$ cat src/rtl/diff_lag_sat.sv
`default_nettype none
// ============================================================================
// diff_lag_sat : y[n] = x[n] - x[n-L] over a burst sample stream, saturated.
// Revision     : 1.0
// ============================================================================
module diff_lag_sat #(
  parameter int SAMPLE_W  = 16,
  parameter int BURST_LEN = 8,
  parameter int LAG_MAX   = 4
) (
  input  logic                           clk,
  input  logic                           rst_n,
  input  logic [$clog2(LAG_MAX+1)-1:0]   i_lag,
  input  logic                           i_edge_mode,
  input  logic [BURST_LEN*SAMPLE_W-1:0]  i_data,
  input  logic                           i_valid,
  input  logic                           i_last,
  output logic                           o_ready,
  output logic [BURST_LEN*SAMPLE_W-1:0]  o_data,
  output logic                           o_valid,
  output logic                           o_last,
  output logic [BURST_LEN-1:0]           o_sat,
  input  logic                           i_ready
);

  localparam int                LAG_W     = $clog2(LAG_MAX+1);
  localparam int                EXT_N     = LAG_MAX + BURST_LEN;
  localparam logic [LAG_W-1:0]  C_LAG_MAX = LAG_W'(LAG_MAX);
  localparam logic [LAG_W-1:0]  C_LAG_ONE = LAG_W'(1);
  localparam logic [SAMPLE_W-1:0] C_SMAX  = {1'b0, {(SAMPLE_W-1){1'b1}}};
  localparam logic [SAMPLE_W-1:0] C_SMIN  = {1'b1, {(SAMPLE_W-1){1'b0}}};

  logic w_en;
  logic w_accept;

  logic                       first_q;
  logic [LAG_W-1:0]           lag_q;
  logic [SAMPLE_W-1:0]        hist_q   [LAG_MAX];

  logic                       s1_valid_q;
  logic                       s1_last_q;
  logic [SAMPLE_W-1:0]        s1_x_q   [BURST_LEN];
  logic [SAMPLE_W-1:0]        s1_sub_q [BURST_LEN];

  logic                          o_valid_q;
  logic                          o_last_q;
  logic [BURST_LEN*SAMPLE_W-1:0] o_data_q;
  logic [BURST_LEN-1:0]          o_sat_q;

  logic [LAG_W-1:0]              w_lag_eff;
  logic [LAG_W-1:0]              w_lag_use;
  logic [SAMPLE_W-1:0]           w_edge;
  logic [SAMPLE_W-1:0]           w_x      [BURST_LEN];
  logic [SAMPLE_W-1:0]           w_ext    [EXT_N];
  logic [SAMPLE_W-1:0]           w_sub    [BURST_LEN];
  logic [BURST_LEN*SAMPLE_W-1:0] data_d;
  logic [BURST_LEN-1:0]          sat_d;

  assign w_en     = !o_valid_q || i_ready;
  assign w_accept = i_valid && w_en;
  assign o_ready  = w_en;

  always_comb begin
    w_lag_eff = i_lag;
    if (i_lag == '0) begin
      w_lag_eff = C_LAG_ONE;
    end else if (i_lag > C_LAG_MAX) begin
      w_lag_eff = C_LAG_MAX;
    end
    w_lag_use = first_q ? w_lag_eff : lag_q;
  end

  assign w_edge = i_edge_mode ? w_x[0] : '0;

  // w_ext is the serial stream window: LAG_MAX history samples then the current beat.
  generate
    for (genvar k = 0; k < BURST_LEN; k++) begin : g_lane
      assign w_x[k]           = i_data[k*SAMPLE_W +: SAMPLE_W];
      assign w_ext[LAG_MAX+k] = w_x[k];
    end
    for (genvar j = 0; j < LAG_MAX; j++) begin : g_hist
      assign w_ext[j] = first_q ? w_edge : hist_q[j];
    end
  endgenerate

  always_comb begin
    for (int k = 0; k < BURST_LEN; k++) begin
      w_sub[k] = w_ext[LAG_MAX+k-1];
      for (int l = 2; l <= LAG_MAX; l++) begin
        if (w_lag_use == LAG_W'(l)) begin
          w_sub[k] = w_ext[LAG_MAX+k-l];
        end
      end
    end
  end

  always_comb begin
    data_d = '0;
    sat_d  = '0;
    for (int k = 0; k < BURST_LEN; k++) begin
      logic [SAMPLE_W:0] diff;
      diff = {s1_x_q[k][SAMPLE_W-1], s1_x_q[k]} - {s1_sub_q[k][SAMPLE_W-1], s1_sub_q[k]};
      if (diff[SAMPLE_W] != diff[SAMPLE_W-1]) begin
        sat_d[k] = 1'b1;
        data_d[k*SAMPLE_W +: SAMPLE_W] = diff[SAMPLE_W] ? C_SMIN : C_SMAX;
      end else begin
        data_d[k*SAMPLE_W +: SAMPLE_W] = diff[SAMPLE_W-1:0];
      end
    end
  end

  always_ff @(posedge clk or negedge rst_n) begin
    if (!rst_n) begin
      first_q    <= 1'b1;
      lag_q      <= C_LAG_ONE;
      s1_valid_q <= 1'b0;
      s1_last_q  <= 1'b0;
      o_valid_q  <= 1'b0;
      o_last_q   <= 1'b0;
      o_data_q   <= '0;
      o_sat_q    <= '0;
      for (int j = 0; j < LAG_MAX; j++) begin
        hist_q[j] <= '0;
      end
      for (int k = 0; k < BURST_LEN; k++) begin
        s1_x_q[k]   <= '0;
        s1_sub_q[k] <= '0;
      end
    end else begin
      if (w_accept) begin
        first_q <= i_last;
        if (first_q) begin
          lag_q <= w_lag_eff;
        end
        for (int j = 0; j < LAG_MAX; j++) begin
          hist_q[j] <= w_x[BURST_LEN-LAG_MAX+j];
        end
      end
      if (w_en) begin
        s1_valid_q <= i_valid;
        s1_last_q  <= i_valid && i_last;
        s1_x_q     <= w_x;
        s1_sub_q   <= w_sub;
        o_valid_q  <= s1_valid_q;
        o_last_q   <= s1_last_q;
        o_data_q   <= data_d;
        o_sat_q    <= sat_d;
      end
    end
  end

  assign o_valid = o_valid_q;
  assign o_last  = o_last_q;
  assign o_data  = o_data_q;
  assign o_sat   = o_sat_q;

endmodule
`default_nettype wire

$ cat config.mk
export PLATFORM = sky130hd
export DESIGN_NAME = diff_lag_sat
export DESIGN_NICKNAME = d
export VERILOG_FILES = /design/src/rtl/diff_lag_sat.sv
export SDC_FILE = /design/constraint.sdc
export NUM_CORES = 1
export LEC_CHECK = 0
export ABC_AREA = 1
export CORE_ASPECT_RATIO = 0.9
export CORE_UTILIZATION = 30
export DETAILED_ROUTE_END_ITERATION = 10
export GPL_TIMING_DRIVEN = 0
export HOLD_SLACK_MARGIN = 0.03
export SYNTH_ARGS = -nofsm -noshare
export SYNTH_HDL_FRONTEND = slang
export SYNTH_SLANG_ARGS = --single-unit
export TNS_END_PERCENT = 30
$ cat constraint.sdc
create_clock -name clk -period 2.3 [get_ports clk]
set_input_delay 0.23 -clock clk [delete_from_list [all_inputs] [get_ports clk]]
set_output_delay 0.23 -clock clk [all_outputs]
set_load 0.01 [all_outputs]
==> flow_summary_export.csv, run 1 <==
group,metric,value,unit
outcome,outcome,"finished, violations left",
outcome,violations,"negative setup slack",
worst_setup_path,startpoint_type,"register",
synthesis,synth_area,0.0291,mm^2
sta,relSlewSlack,0.314,
grt,grt_max_degree,113,
detailed_routing,drt-vias-per-instance,5.15,
power_and_ir_drop,ir_worst_vdd,0.903,mV
power_and_ir_drop,clkPwrFrac,0.193,
detailed_routing,top_layer,"met5",
detailed_routing,firstDrtPassIters,6,
sta,timing.fmax,422,MHz
placement,place_inst,5722,
worst_setup_path,cp_slowest_stage_delay,0.58,ns
sta,finalCritPeriodShare,1.03,
final_layout,area_growth,33.9,%
detailed_routing,drc,0,
detailed_routing,drt_wl_total,144000,um
power_and_ir_drop,internal_power,29.1,mW
synthesis,synth_seq_area_share,0.398,
worst_setup_path,critPathCaptureType,"register",
grt,globalRouteTotalUtil,0.284,
worst_setup_path,worstPathBufferInverterCount,6,
power_and_ir_drop,comb_power_share,0.568,
placement,place.detailed.hpwl,113000,um
floorplan,ios,276,
cts,cts_sinks,464,
cts,tritoncts,"yes",
grt,antenna_found_initial,5,
sta,clock_skew,0.0300,ns
cts,clk_pin_slew,0.06,ns
final_layout,num-nets-final,4875,
power_and_ir_drop,finalPower,52.3,mW
worst_setup_path,critical_path.cell_chain,"buf_12, inv_8, nand2_8, nand2_8, nor3_4, buf_12, inv_6, clkbuf_8, buf_8, o21ai_1, nand3_2, nand2_1",
detailed_routing,antenna_left,0,
cts,insertion_delay,0.66,ns
final_layout,final_util,0.405,
final_layout,stdcell_area,0.0390,mm^2
sta,tns,-0.832,ns
power_and_ir_drop,switchingPower,23.2,mW
detailed_routing,met1_length,64200,um
sta,rsz0062_at_grt,"yes",
sta,hold_ws,0.107,ns
cts,ctsLongestPathBuffers,3,
cts,h-tree-depth,2,
floorplan,die_width,331,um
placement,port_buffers,275,
grt,overflow,0,
job,drv_cap,0,
sta,finalWorstSetupSlack,-0.0704,ns
worst_setup_path,critPathTopFamily,"buffers and inverters",
worst_setup_path,worstSetupPathType,"reg -> reg",
final_layout,nFillCells,10011,
power_and_ir_drop,power_density,1340,mW/mm^2
floorplan,start_util,0.303,
cts,cts-root-buf,"clkbuf_16",
sta,hold_viol,0,
synthesis,synth_area_per_cell,6.98,um^2
final_layout,drive_gt1_frac,0.148,
sta,worstMarginPinSlew,1.03,ns
power_and_ir_drop,switching_share,0.444,
sta,finalMaxSlewViolations,0,
grt,grt_pass1_wl,202000,um
detailed_routing,wl_met2,61500,um
sta,min_period,2.37,ns
synthesis,yosys_warnings,0,
synthesis,synthCells,4178,
floorplan,chipHeight,298,um
placement,gp_congestion,1.04,
detailed_routing,drt-initial-drc-count,3114,
hold_path,holdCritPathClass,"in -> async",
worst_setup_path,cp.arrival,2.94,ns
cts,cts_buffers,55,
worst_setup_path,cp_max_fo,10,
floorplan,fp-row-count,108,
final_layout,fin_cells,5914,
power_and_ir_drop,seq_power_share,0.238,
detailed_routing,route.vias.total,30474,
worst_setup_path,crit_path_top_delay_cell,"dfstp_2",
sta,setup_viol,33,
worst_setup_path,required,2.87,ns
floorplan,die_area,0.0984,mm^2
detailed_routing,wl_per_cell,24.3,um
synthesis,ys_types,35,
final_layout,layout_common_cells,"1337 x nand2_1, 540 x inv_1, 459 x dfrtp_1",
final_layout,layout_commonest_cell,"nand2_1",
detailed_routing,wl_met3,12300,um
floorplan,coreArea,0.0963,mm^2
synthesis,synth_nets,4451,
power_and_ir_drop,p_leak,19.1,nW
grt,grt_pass1_vias,28595,
synthesis,ys_ff_latch,464,
placement,preCtsSetupSlack,-2.13,ns
placement,postPlaceCellArea,0.0336,mm^2
==> flip-flops by register name, summed over array words and instances, names as in the netlist <==
signal      cells
s1_last_q       1
s1_valid_q      1
lag_q           3
hist_q         64
first_q         1
o_data        128
s1_sub_q      128
o_sat           8
o_last          1
o_valid         1
s1_x_q        128
==> metal layers <==
layer,global-route usage,vias up
li1,-,14145
met1,0.412,14797
met2,0.424,1303
met3,0.0497,227
met4,0.0950,2
met5,0,-
==> synth_stat cells, drive strengths merged <==
master     n  share of area
a21o       5         0.0013
a21oi    257          0.044
a22oi      9         0.0023
and2       5         0.0011
buf       68          0.012
clkbuf   115          0.015
dfrtp    462           0.40
dfstp      2         0.0018
fa         8         0.0055
ha       128          0.055
inv      560          0.072
nand2   1436           0.19
nand3    219          0.038
nand3b    10         0.0026
nand4      5         0.0011
nor2     218          0.029
nor3      17         0.0033
o211ai    89          0.023
o21ai    429          0.074
o21bai    35         0.0090
o22ai      1        0.00069
or2       17         0.0036
xnor2     25         0.0075
xor2      58          0.017
==> cell type report <==
| cell class | instances | area (um^2) | share of cell area |
|---|---|---|---|
| repair buffers | 370 | 3800 | 0.0975 |
| well taps | 1265 | 1580 | 0.0406 |
| diodes | 2 | 5.00 | 0.000128 |
| multi-input cells | 2971 | 16300 | 0.419 |
| flip-flops and latches | 464 | 11600 | 0.298 |
| inverters | 560 | 2130 | 0.0547 |
| plain buffers | 180 | 1470 | 0.0376 |
| clock inverters | 30 | 514 | 0.0132 |
| clock buffers | 72 | 1560 | 0.0400 |
==> cells by family (layout without fill, tap and decap cells) <==
family                     count (synthesis)  in the layout  share of synthesized area
AOI/OAI and AO/OA                        825            825                      0.154
xor gates and xnor gates                  83             83                     0.0249
adders and majority gates                136            136                     0.0604
buffers and inverters                    743           1212                     0.0989
DFF                                      464            464                      0.398
other                                      0              2                          0
and+or+nand+nor                         1927           1927                      0.263
==> repair_timing <==
action,CTS,global route
pin swaps,19,92
endpoints found under the hold margin,79,0
buffers inserted,27,47
cloned,0,16
gates resized for setup,321,464
setup endpoints to repair,465,470
hold buffers,1,0
==> power by group through the flow <==
stage               clock network (mW)  registers (mW)  logic, mW
floorplan                            0            12.7       14.8
global placement                     0            12.5       24.5
detailed placement                   0            12.5       24.7
CTS                               10.2            12.4       26.2
global route                      10.5            12.8       32.5
finish                            10.1            12.5       29.7
==> worst paths after layout <==
check / startpoint / depth (start not counted) / slack [ns] / endpoint
max: first_q$_DFFE_PN1P_ / 12 / -0.07 / s1_sub_q[127]$_DFFE_PN0N_
min: rst_n / 2 / 0.11 / o_data[37]$_DFFE_PN0N_
max reg2reg: first_q$_DFFE_PN1P_ / 12 / -0.07 / s1_sub_q[127]$_DFFE_PN0N_
min reg2reg: s1_last_q$_DFFE_PN0N_ / 2 / 0.48 / o_last$_DFFE_PN0N_
max in group asynchronous: rst_n / 5 / 0.36 / o_data[106]$_DFFE_PN0N_
min in group clk: i_last / 3 / 0.14 / first_q$_DFFE_PN1P_
Note: power is estimated with default switching activity, not from simulation.
==> run 2, diff against run 1 <==
clock period = 2.6 ns   (was 2.3 ns; I/O delays follow)
==> run 2 against run 1 <==
  * The flow still finishes with violations (negative setup slack)
  * Critical path depth down 1
  * Sequential share of layout area up 2.3 points
  * Die area unchanged
  * Count of clock-buffer cells in the layout unchanged
  * Flip-flop and latch count unchanged
  * Combinational power down 23%
  * Largest cell class unchanged
  * Largest power group unchanged
  * Highest routed layer unchanged
==> flow_summary_export.csv, run 2 (same netlist as run 1, synthesis figures left out) <==
group,metric,value,unit
outcome,outcome,"finished, violations left",
outcome,violations,"negative setup slack",
worst_setup_path,critPathCaptureType,"register",
worst_setup_path,cp_max_fo,10,
final_layout,layout_commonest_cell,"nand2_1",
detailed_routing,firstDrtPassIters,6,
grt,globalRouteTotalUtil,0.283,
sta,clock_skew,0.0368,ns
floorplan,start_util,0.303,
worst_setup_path,required,3.18,ns
final_layout,area_growth,24.4,%
detailed_routing,route.vias.total,29975,
worst_setup_path,r2r_start,"first_q$_DFFE_PN1P_",
power_and_ir_drop,p_leak,18.1,nW
grt,overflow,0,
final_layout,regArea,0.0116,mm^2
sta,worstMarginPinSlew,0.985,ns
grt,use_met2,0.425,
grt,antenna_found_initial,8,
placement,gp_congestion,1.04,
worst_setup_path,reg2reg_slack,-0.12,ns
detailed_routing,drt_wl_total,141000,um
hold_path,worstHoldStart,"i_last",
final_layout,layout_common_cells,"1415 x nand2_1, 555 x inv_1, 460 x dfrtp_1",
placement,place.detailed.hpwl,113000,um
detailed_routing,drc,0,
floorplan,coreArea,0.0963,mm^2
worst_setup_path,cp.arrival,3.29,ns
grt,use_met1,0.412,
grt,grt_max_degree,113,
sta,relSlewSlack,0.343,
cts,cts-root-buf,"clkbuf_16",
cts,cts_sinks,464,
cts,ctsLongestPathBuffers,3,
hold_path,min_path_cells,3,
cts,tritoncts,"yes",
power_and_ir_drop,ir_worst_vdd,0.799,mV
sta,hold_viol,0,
final_layout,multi_input_area,0.0149,mm^2
detailed_routing,antenna_left,0,
sta,min_period,2.72,ns
grt,grt_pass1_wl,201000,um
detailed_routing,drt-initial-drc-count,3427,
sta,setup_viol,3,
worst_setup_path,startpoint_type,"register",
placement,preCtsSetupSlack,-1.89,ns
placement,port_buffers,275,
sta,tns,-0.134,ns
power_and_ir_drop,power_density,1180,mW/mm^2
worst_setup_path,r2r-end,"s1_sub_q[98]$_DFFE_PN0N_",
worst_setup_path,r2r_cells,11,
hold_path,holdCritPathClass,"in -> reg",
cts,h-tree-depth,2,
final_layout,drive_gt1_frac,0.0627,
sta,finalWorstSetupSlack,-0.117,ns
floorplan,die_width,331,um
floorplan,die_area,0.0984,mm^2
floorplan,ios,276,
detailed_routing,wl_per_cell,24.2,um
cts,insertion_delay,0.66,ns
job,drv_cap,0,
sta,finalCritPeriodShare,1.05,
floorplan,chipHeight,298,um
cts,cts_buffers,55,
hold_path,min_to,"first_q$_DFFE_PN1P_",
final_layout,nFillCells,10207,
sta,timing.fmax,368,MHz
worst_setup_path,worstSetupPathType,"reg -> reg",
floorplan,fp-row-count,108,
grt,grt_busiest_layer,"met2",
cts,clk_pin_slew,0.07,ns
final_layout,num-nets-final,4807,
grt,grt_pass1_vias,28308,
sta,finalMaxSlewViolations,0,
sta,rsz0062_at_grt,"yes",
detailed_routing,drt-vias-per-instance,5.13,
grt,use_met3,0.0475,
[run 2: cell types whose count changed in the layout (fill, tap and decap cells not counted), sizes merged]
cell           previous run  this run
buf                     162        91
clkbuf                  185       187
diode                     2         4
clkdlybuf4s50           273       274
clkinv                   12        11
inv                     561       562
[run 2: where the power goes]
| part | switching [mW] | internal (mW) |
|---|---|---|
| sequential | 1.33 | 9.64 |
| combinational | 14.3 | 8.56 |
| clock | 3.51 | 5.44 |
| total | 19.1 | 23.6 |
[run 2: layout make-up]
class,count,area share
multi-input combinational,2971,0.410
clock inverter,30,0.0142
tap,1265,0.0436
buffer,181,0.0269
inverter,560,0.0580
clock buffer,72,0.0430
sequential,464,0.320
antenna,4,0.000276
timing repair buffer,301,0.0840
[run 2: worst max-delay path by stage]
stage	startpoint	to	cells past startpoint
6_report	first_q$_DFFE_PN1P_	s1_sub_q[98]$_DFFE_PN0N_	11
3_5_place_dp	i_ready	o_ready	7
4_1_cts	o_valid$_DFFE_PN0N_	o_ready	7
3_3_place_gp	rst_n	o_data[98]$_DFFE_PN0N_	1
5_1_grt	o_valid$_DFFE_PN0N_	o_ready	6
2_1_floorplan	s1_x_q[96]$_DFFE_PN0N_	o_data[20]$_DFFE_PN0N_	12
[run 2: routing by layer]
metal / vias up / wire length (um)
met5: - / 44
li1: 13991 / -
met3: 211 / 12100
met1: 14423 / 63600
met2: 1344 / 60700
met4: 6 / 4890
[run 2: metrics by stage]
stage	cell area, um^2	cells	total power [mW]	utilization	hold WS [ns]
2_1_floorplan	29100	4178	24.3	-	-0.0356
3_3_place_gp	33500	5718	32.8	0.348	0.464
3_5_place_dp	33600	5722	32.9	0.349	0.296
4_1_cts	36000	5833	42.2	0.373	0.151
5_1_grt	36300	5844	45.8	0.376	0.224
6_report	36300	5848	42.7	0.376	0.171
[run 2: worst max-delay path: stages, from the launching register on]
cell	delay, ns
dfstp_2	0.54
buf_6	0.19
nand2_1	0.09
inv_2	0.19
nand2_2	0.21
o21ai_0	0.28
inv_1	0.28
nand2_1	0.14
o211ai_1	0.25
nand3_1	0.24
nand3_1	0.12
nand2_1	0.09
[run 2: what timing repair did]
item / CTS / global route
hold buffers: 1 / 0
buffers inserted: 9 / 12
gates resized for setup: 79 / 100
endpoints found under the setup margin: 455 / 261
hold endpoints to repair: 79 / 0
pin swaps: 7 / 9
